**config.mk**
```make
export PLATFORM = sky130hd
export DESIGN_NAME = input_conditioner
export DESIGN_NICKNAME = d
export VERILOG_FILES = /design/src/rtl/input_conditioner.sv
export SDC_FILE = /design/constraint.sdc
export NUM_CORES = 1
export LEC_CHECK = 0
export BUFFER_PORTS_ARGS = -buffer_cell sky130_fd_sc_hd__buf_4
export CAP_MARGIN = 20
export CORE_MARGIN = 2
export CORE_UTILIZATION = 63
export CTS_CLUSTER_SIZE = 8
export DETAILED_ROUTE_END_ITERATION = 16
export HOLD_SLACK_MARGIN = 0.02
export PLACE_DENSITY_LB_ADDON = 0.2
export SYNTH_ARGS = -nofsm -noshare
export SYNTH_HDL_FRONTEND = slang
export SYNTH_SLANG_ARGS = --single-unit
```
**constraint.sdc**
```tcl
create_clock -name clk -period 8.94 [get_ports clk]
set_clock_uncertainty 0.1 [all_clocks]
set_input_delay 1.788 -clock clk [delete_from_list [all_inputs] [get_ports clk]]
set_output_delay 1.788 -clock clk [all_outputs]
set_load 0.01 [all_outputs]
```
**src/rtl/input_conditioner.sv**
```systemverilog
// Front-end conditioner for the microwave controller: synchronises and debounces
// the 10-key pad and the start/stop/clear/door switches.
module input_conditioner #(
  parameter int DEBOUNCE_CYCLES = 4,
  parameter int CNT_W           = 8
) (
  input  logic       clk,
  input  logic       rst,
  input  logic [9:0] key_raw,
  input  logic       startn_raw,
  input  logic       stopn_raw,
  input  logic       clearn_raw,
  input  logic       door_raw,
  output logic [9:0] keypad,
  output logic       startn,
  output logic       stopn,
  output logic       clearn,
  output logic       door_closed,
  output logic       key_error
);

  localparam logic [CNT_W-1:0] CNT_ONE = CNT_W'(1);
  localparam logic [CNT_W-1:0] DB_LAST = CNT_W'(DEBOUNCE_CYCLES - 1);
  // Button vector order: {door, clearn, stopn, startn}; idle is all released, door open.
  localparam logic [3:0]       BTN_IDLE = 4'b0111;

  typedef enum logic [1:0] {
    IDLE    = 2'd0,
    QUAL    = 2'd1,
    RELEASE = 2'd2
  } key_state_e;

  logic [9:0]       key_meta_q;
  logic [9:0]       key_s_q;
  logic [3:0]       btn_meta_q;
  logic [3:0]       btn_s_q;
  logic [3:0]       btn_raw;

  logic [3:0]       btn_q;
  logic [3:0]       btn_d;
  logic [CNT_W-1:0] btn_cnt_q [4];
  logic [CNT_W-1:0] btn_cnt_d [4];

  key_state_e       state_q;
  logic [9:0]       code_q;
  logic [CNT_W-1:0] kcnt_q;
  logic [9:0]       keypad_q;
  logic             key_error_q;

  assign btn_raw = {door_raw, clearn_raw, stopn_raw, startn_raw};

  // Stage 1-2: two-flop synchronisers for every raw input
  always_ff @(posedge clk) begin
    if (rst) begin
      key_meta_q <= '0;
      key_s_q    <= '0;
      btn_meta_q <= BTN_IDLE;
      btn_s_q    <= BTN_IDLE;
    end else begin
      key_meta_q <= key_raw;
      key_s_q    <= key_meta_q;
      btn_meta_q <= btn_raw;
      btn_s_q    <= btn_meta_q;
    end
  end

  // Button debounce: a change is accepted only after DEBOUNCE_CYCLES disagreeing samples
  always_comb begin
    btn_d = btn_q;
    for (int i = 0; i < 4; i++) begin
      btn_cnt_d[i] = '0;
      if (btn_s_q[i] != btn_q[i]) begin
        if (btn_cnt_q[i] == DB_LAST) begin
          btn_d[i] = btn_s_q[i];
        end else begin
          btn_cnt_d[i] = btn_cnt_q[i] + CNT_ONE;
        end
      end
    end
  end

  always_ff @(posedge clk) begin
    if (rst) begin
      btn_q <= BTN_IDLE;
      for (int i = 0; i < 4; i++) begin
        btn_cnt_q[i] <= '0;
      end
    end else begin
      btn_q <= btn_d;
      for (int i = 0; i < 4; i++) begin
        btn_cnt_q[i] <= btn_cnt_d[i];
      end
    end
  end

  // Key FSM: qualify a single held digit, pulse once, then wait for a clean release
  always_ff @(posedge clk) begin
    if (rst) begin
      state_q     <= IDLE;
      code_q      <= '0;
      kcnt_q      <= '0;
      keypad_q    <= '0;
      key_error_q <= 1'b0;
    end else begin
      keypad_q    <= '0;
      key_error_q <= 1'b0;
      case (state_q)
        IDLE: begin
          if (key_s_q != '0) begin
            if ($onehot(key_s_q)) begin
              code_q  <= key_s_q;
              kcnt_q  <= CNT_ONE;
              state_q <= QUAL;
            end else begin
              key_error_q <= 1'b1;
              kcnt_q      <= '0;
              state_q     <= RELEASE;
            end
          end
        end
        QUAL: begin
          if (key_s_q == code_q) begin
            if (kcnt_q == DB_LAST) begin
              keypad_q <= code_q;
              kcnt_q   <= '0;
              state_q  <= RELEASE;
            end else begin
              kcnt_q <= kcnt_q + CNT_ONE;
            end
          end else if (key_s_q == '0) begin
            kcnt_q  <= '0;
            state_q <= IDLE;
          end else begin
            key_error_q <= 1'b1;
            kcnt_q      <= '0;
            state_q     <= RELEASE;
          end
        end
        RELEASE: begin
          if (key_s_q != '0) begin
            kcnt_q <= '0;
          end else if (kcnt_q == DB_LAST) begin
            kcnt_q  <= '0;
            state_q <= IDLE;
          end else begin
            kcnt_q <= kcnt_q + CNT_ONE;
          end
        end
        default: begin
          kcnt_q  <= '0;
          state_q <= IDLE;
        end
      endcase
    end
  end

  assign keypad      = keypad_q;
  assign key_error   = key_error_q;
  assign startn      = btn_q[0];
  assign stopn       = btn_q[1];
  assign clearn      = btn_q[2];
  assign door_closed = btn_q[3];

endmodule

```
==> results.toml <==
[clock_network]
root_buffer = "clkbuf_8"
cts_buffer_depth = 2
ctsResizeCount = 0
cts_tree = "built"
htreeDepth = 3
clkSinkCount = 95
hold_buffers = 0
postCtsSetupRepairBufs = 0
cts_buffers = 9
insertion_delay_ns = 0.35
clk_pin_slew_worst_paths_ns = 0.09

[grt]
grt_max_degree = 61
gr-total-overflow = 0
grt_usage = 0.202
grt_pass1_wl_mm = 10.3
antenna_found_initial = 0
grt_pass1_vias = 2300

[critical_path]
cp.required_ns = 9.06
crit_arrival_ns = 4.60
setup.worst_path.end_class = "flip-flop"
worst-setup-path-type = "flip-flop to flip-flop"
r2r_slack_ns = 4.46
cp-startpoint = "key_s_q[3]"
r2r_start = "key_s_q[3]"
path_max_fanout = 12
reg2reg_depth = 14
reg2reg_to = "code_q[2]"
crit_end = "code_q[2]"
cp-start-kind = "flip-flop"

[die]
die_w_microns = 82.1
coreArea_sq_um = 5920
dieArea_sq_um = 6750
num_rows = 28
start_util = 0.650
die_height_microns = 82.1
top_level_ports = 31

[yosys]
avgSynthCellArea_sq_um = 9.97
ys_seq_area_frac = 0.494
syn_inst = 386
yosys.area.top_type = "dfxtp_1"
synth-edff-count = 0
syn-cell-area_sq_um = 3850
synth_top_area_frac = 0.494
syn-num-nets = 416
synth.top_cells.by_area = "dfxtp_1, nor2_1, xor2_1"
synth_ff_type = "dfxtp_1"
yosysMostFrequentCell = "dfxtp_1"
ys_types = 48
synth_common_cells = "dfxtp_1, nor2_1, nor2b_1"
ys_warn_count = 0
yosys_register_bits = 95
async_reset_ff_frac = 0

[sta]
rsz0062_at_grt = "no"
worst_pin_slew_ns = 0.755
setup_tns_ns = 0
setup_violations = 0
hold_ws_ns = 0.313
fin_crit_sh = 0.501
min_period_ns = 4.48
hold_viol_final = 0
fmax_mhz = 223
relSlewSlack = 0.492
finalMaxSlewViolations = 0

[routing]
drt-wirelength-per-cell_microns = 12.6
ant_nets = 0
drt_iter0_drc = 154
vias_per_cell = 5.27
vias = 2597
drtPass1Iterations = 4
drc = 0
routed_wl_mm = 6.21

[placement]
gp_congestion = 0.853
place_area_sq_um = 4100
port_buffers = 30
hpwlAfterDp_mm = 4.29

[power]
power_frac_clock = 0.318
total_power_mw = 0.795
p_int_mw = 0.594
p_sw_frac = 0.253
power_density_nw_per_um2 = 186
combPwrFrac = 0.113
leakage_nw = 1.73
vdd_ir_drop_max_mv = 0.111
p_seq_frac = 0.569
p_switching_mw = 0.201

[run]
drv_cap = 0

[layout]
nets = 444
postLayoutCoreUtil = 0.723
final_area_sq_um = 4280
diodes = 0
area_growth_pct = 11.3
final_layout_size_suffix_gt1_frac = 0.146

[min_path]
hp-class = "flip-flop to flip-flop"
hp-start = "btn_meta_q[1]"

[run_status]
status = "complete, no violations"
==> worst max-delay path: stages (launching register included) <==
cell and delay (ns):
dfxtp_1 0.42, fa_1 0.48, fa_1 0.51, inv_1 0.05
fa_1 0.44, inv_1 0.07, ha_1 0.18, inv_1 0.06
fa_1 0.40, a2111oi_2 0.36, a21o_1 0.13, nand3_2 0.10
or4_1 0.74, mux2i_1 0.26, nor2_1 0.05
==> cell usage in the layout (no fill, tap or decap), types with 2 or more instances in the layout <==
cell type  synthesis  routed
xor2_1            21      21
nor2_1            51      51
a21oi_1            4       4
a2111oi_0          2       2
or2_2              8       8
nor3_1             5       5
nand4_1            2       2
nor2b_1           26      26
a22oi_1            3       3
clkbuf_8           0      11
ha_1               8       8
a21o_1             3       3
or4_1              2       2
a211o_1            3       3
fa_1               6       6
and2_1            10      10
nor3_2             2       2
and3_1            11      11
dfxtp_1           95      95
nor4_1             5       5
inv_1             16      16
or3_1              4       4
nand3_1           22      22
nand2_1           11      11
o21ai_1            2       2
xnor2_1           19      19
buf_4              1      30
clkbuf_1          11       2
nand2b_1           3       3
or4b_1             2       2
mux2i_1           10      10
==> flip-flops by register name, indices dropped and copies added (netlist names) <==
name	cells
btn_cnt_q	32
btn_meta_q	4
btn_q	4
btn_s_q	4
code_q	10
kcnt_q	8
key_error	1
key_meta_q	10
key_s_q	10
keypad	10
state_q	2
==> worst min path at each step <==
stage	endpoint	slack, ns	depth (start not counted)
final	btn_s_q[1]	0.31	1
after global routing	btn_s_q[2]	0.33	1
after CTS	btn_s_q[0]	0.32	1
after detailed placement	btn_s_q[0]	0.30	1
after global placement	btn_s_q[2]	0.29	1
after floorplan	btn_s_q[0]	0.29	1
==> logic make-up after synthesis <==
logic type,count (synthesis),synth area share
AO/OA/AOI/OAI,26,0.0556
adder cells (fa/ha/maj),14,0.0572
AND/OR/NAND/NOR,171,0.243
buffers and inverters,30,0.0325
multiplexers,10,0.0260
XOR/XNOR,40,0.0911
flip-flops,95,0.494
==> per-stage QoR <==
| step | std cells | setup WS (ns) |
|---|---|---|
| global placement | 477 | 4.62 |
| detailed placement | 477 | 4.45 |
| global route | 493 | 4.23 |
| finish | 493 | 4.46 |
| CTS | 492 | 4.47 |
| floorplan | 386 | 4.87 |
==> per-layer routing <==
layer	vias up	routed length [microns]	GRT usage
met4	0	121	0.102
met1	1195	2970	0.267
met5	-	0	0
li1	1335	-	-
met2	54	2860	0.305
met3	13	258	0.0543
==> layout make-up <==
cell class / count / area, sq um
Clock buffer: 13 / 159
Clock inverter: 2 / 16.3
Fill cell: 443 / 1640
Inverter: 16 / 60.1
Multi-Input combinational cell: 261 / 1820
Sequential cell: 95 / 1900
Tap cell: 75 / 93.8
Timing Repair Buffer: 31 / 230
==> power by group through the flow <==
stage / clock network (mW) / logic (mW) / registers [mW]
floorplan: 0 / 0.0799 / 0.454
global placement: 0 / 0.0866 / 0.461
detailed placement: 0 / 0.0894 / 0.462
CTS: 0.259 / 0.0902 / 0.452
global route: 0.277 / 0.0995 / 0.454
finish: 0.253 / 0.0900 / 0.452
No activity file was read; power rests on OpenSTA's default activity.
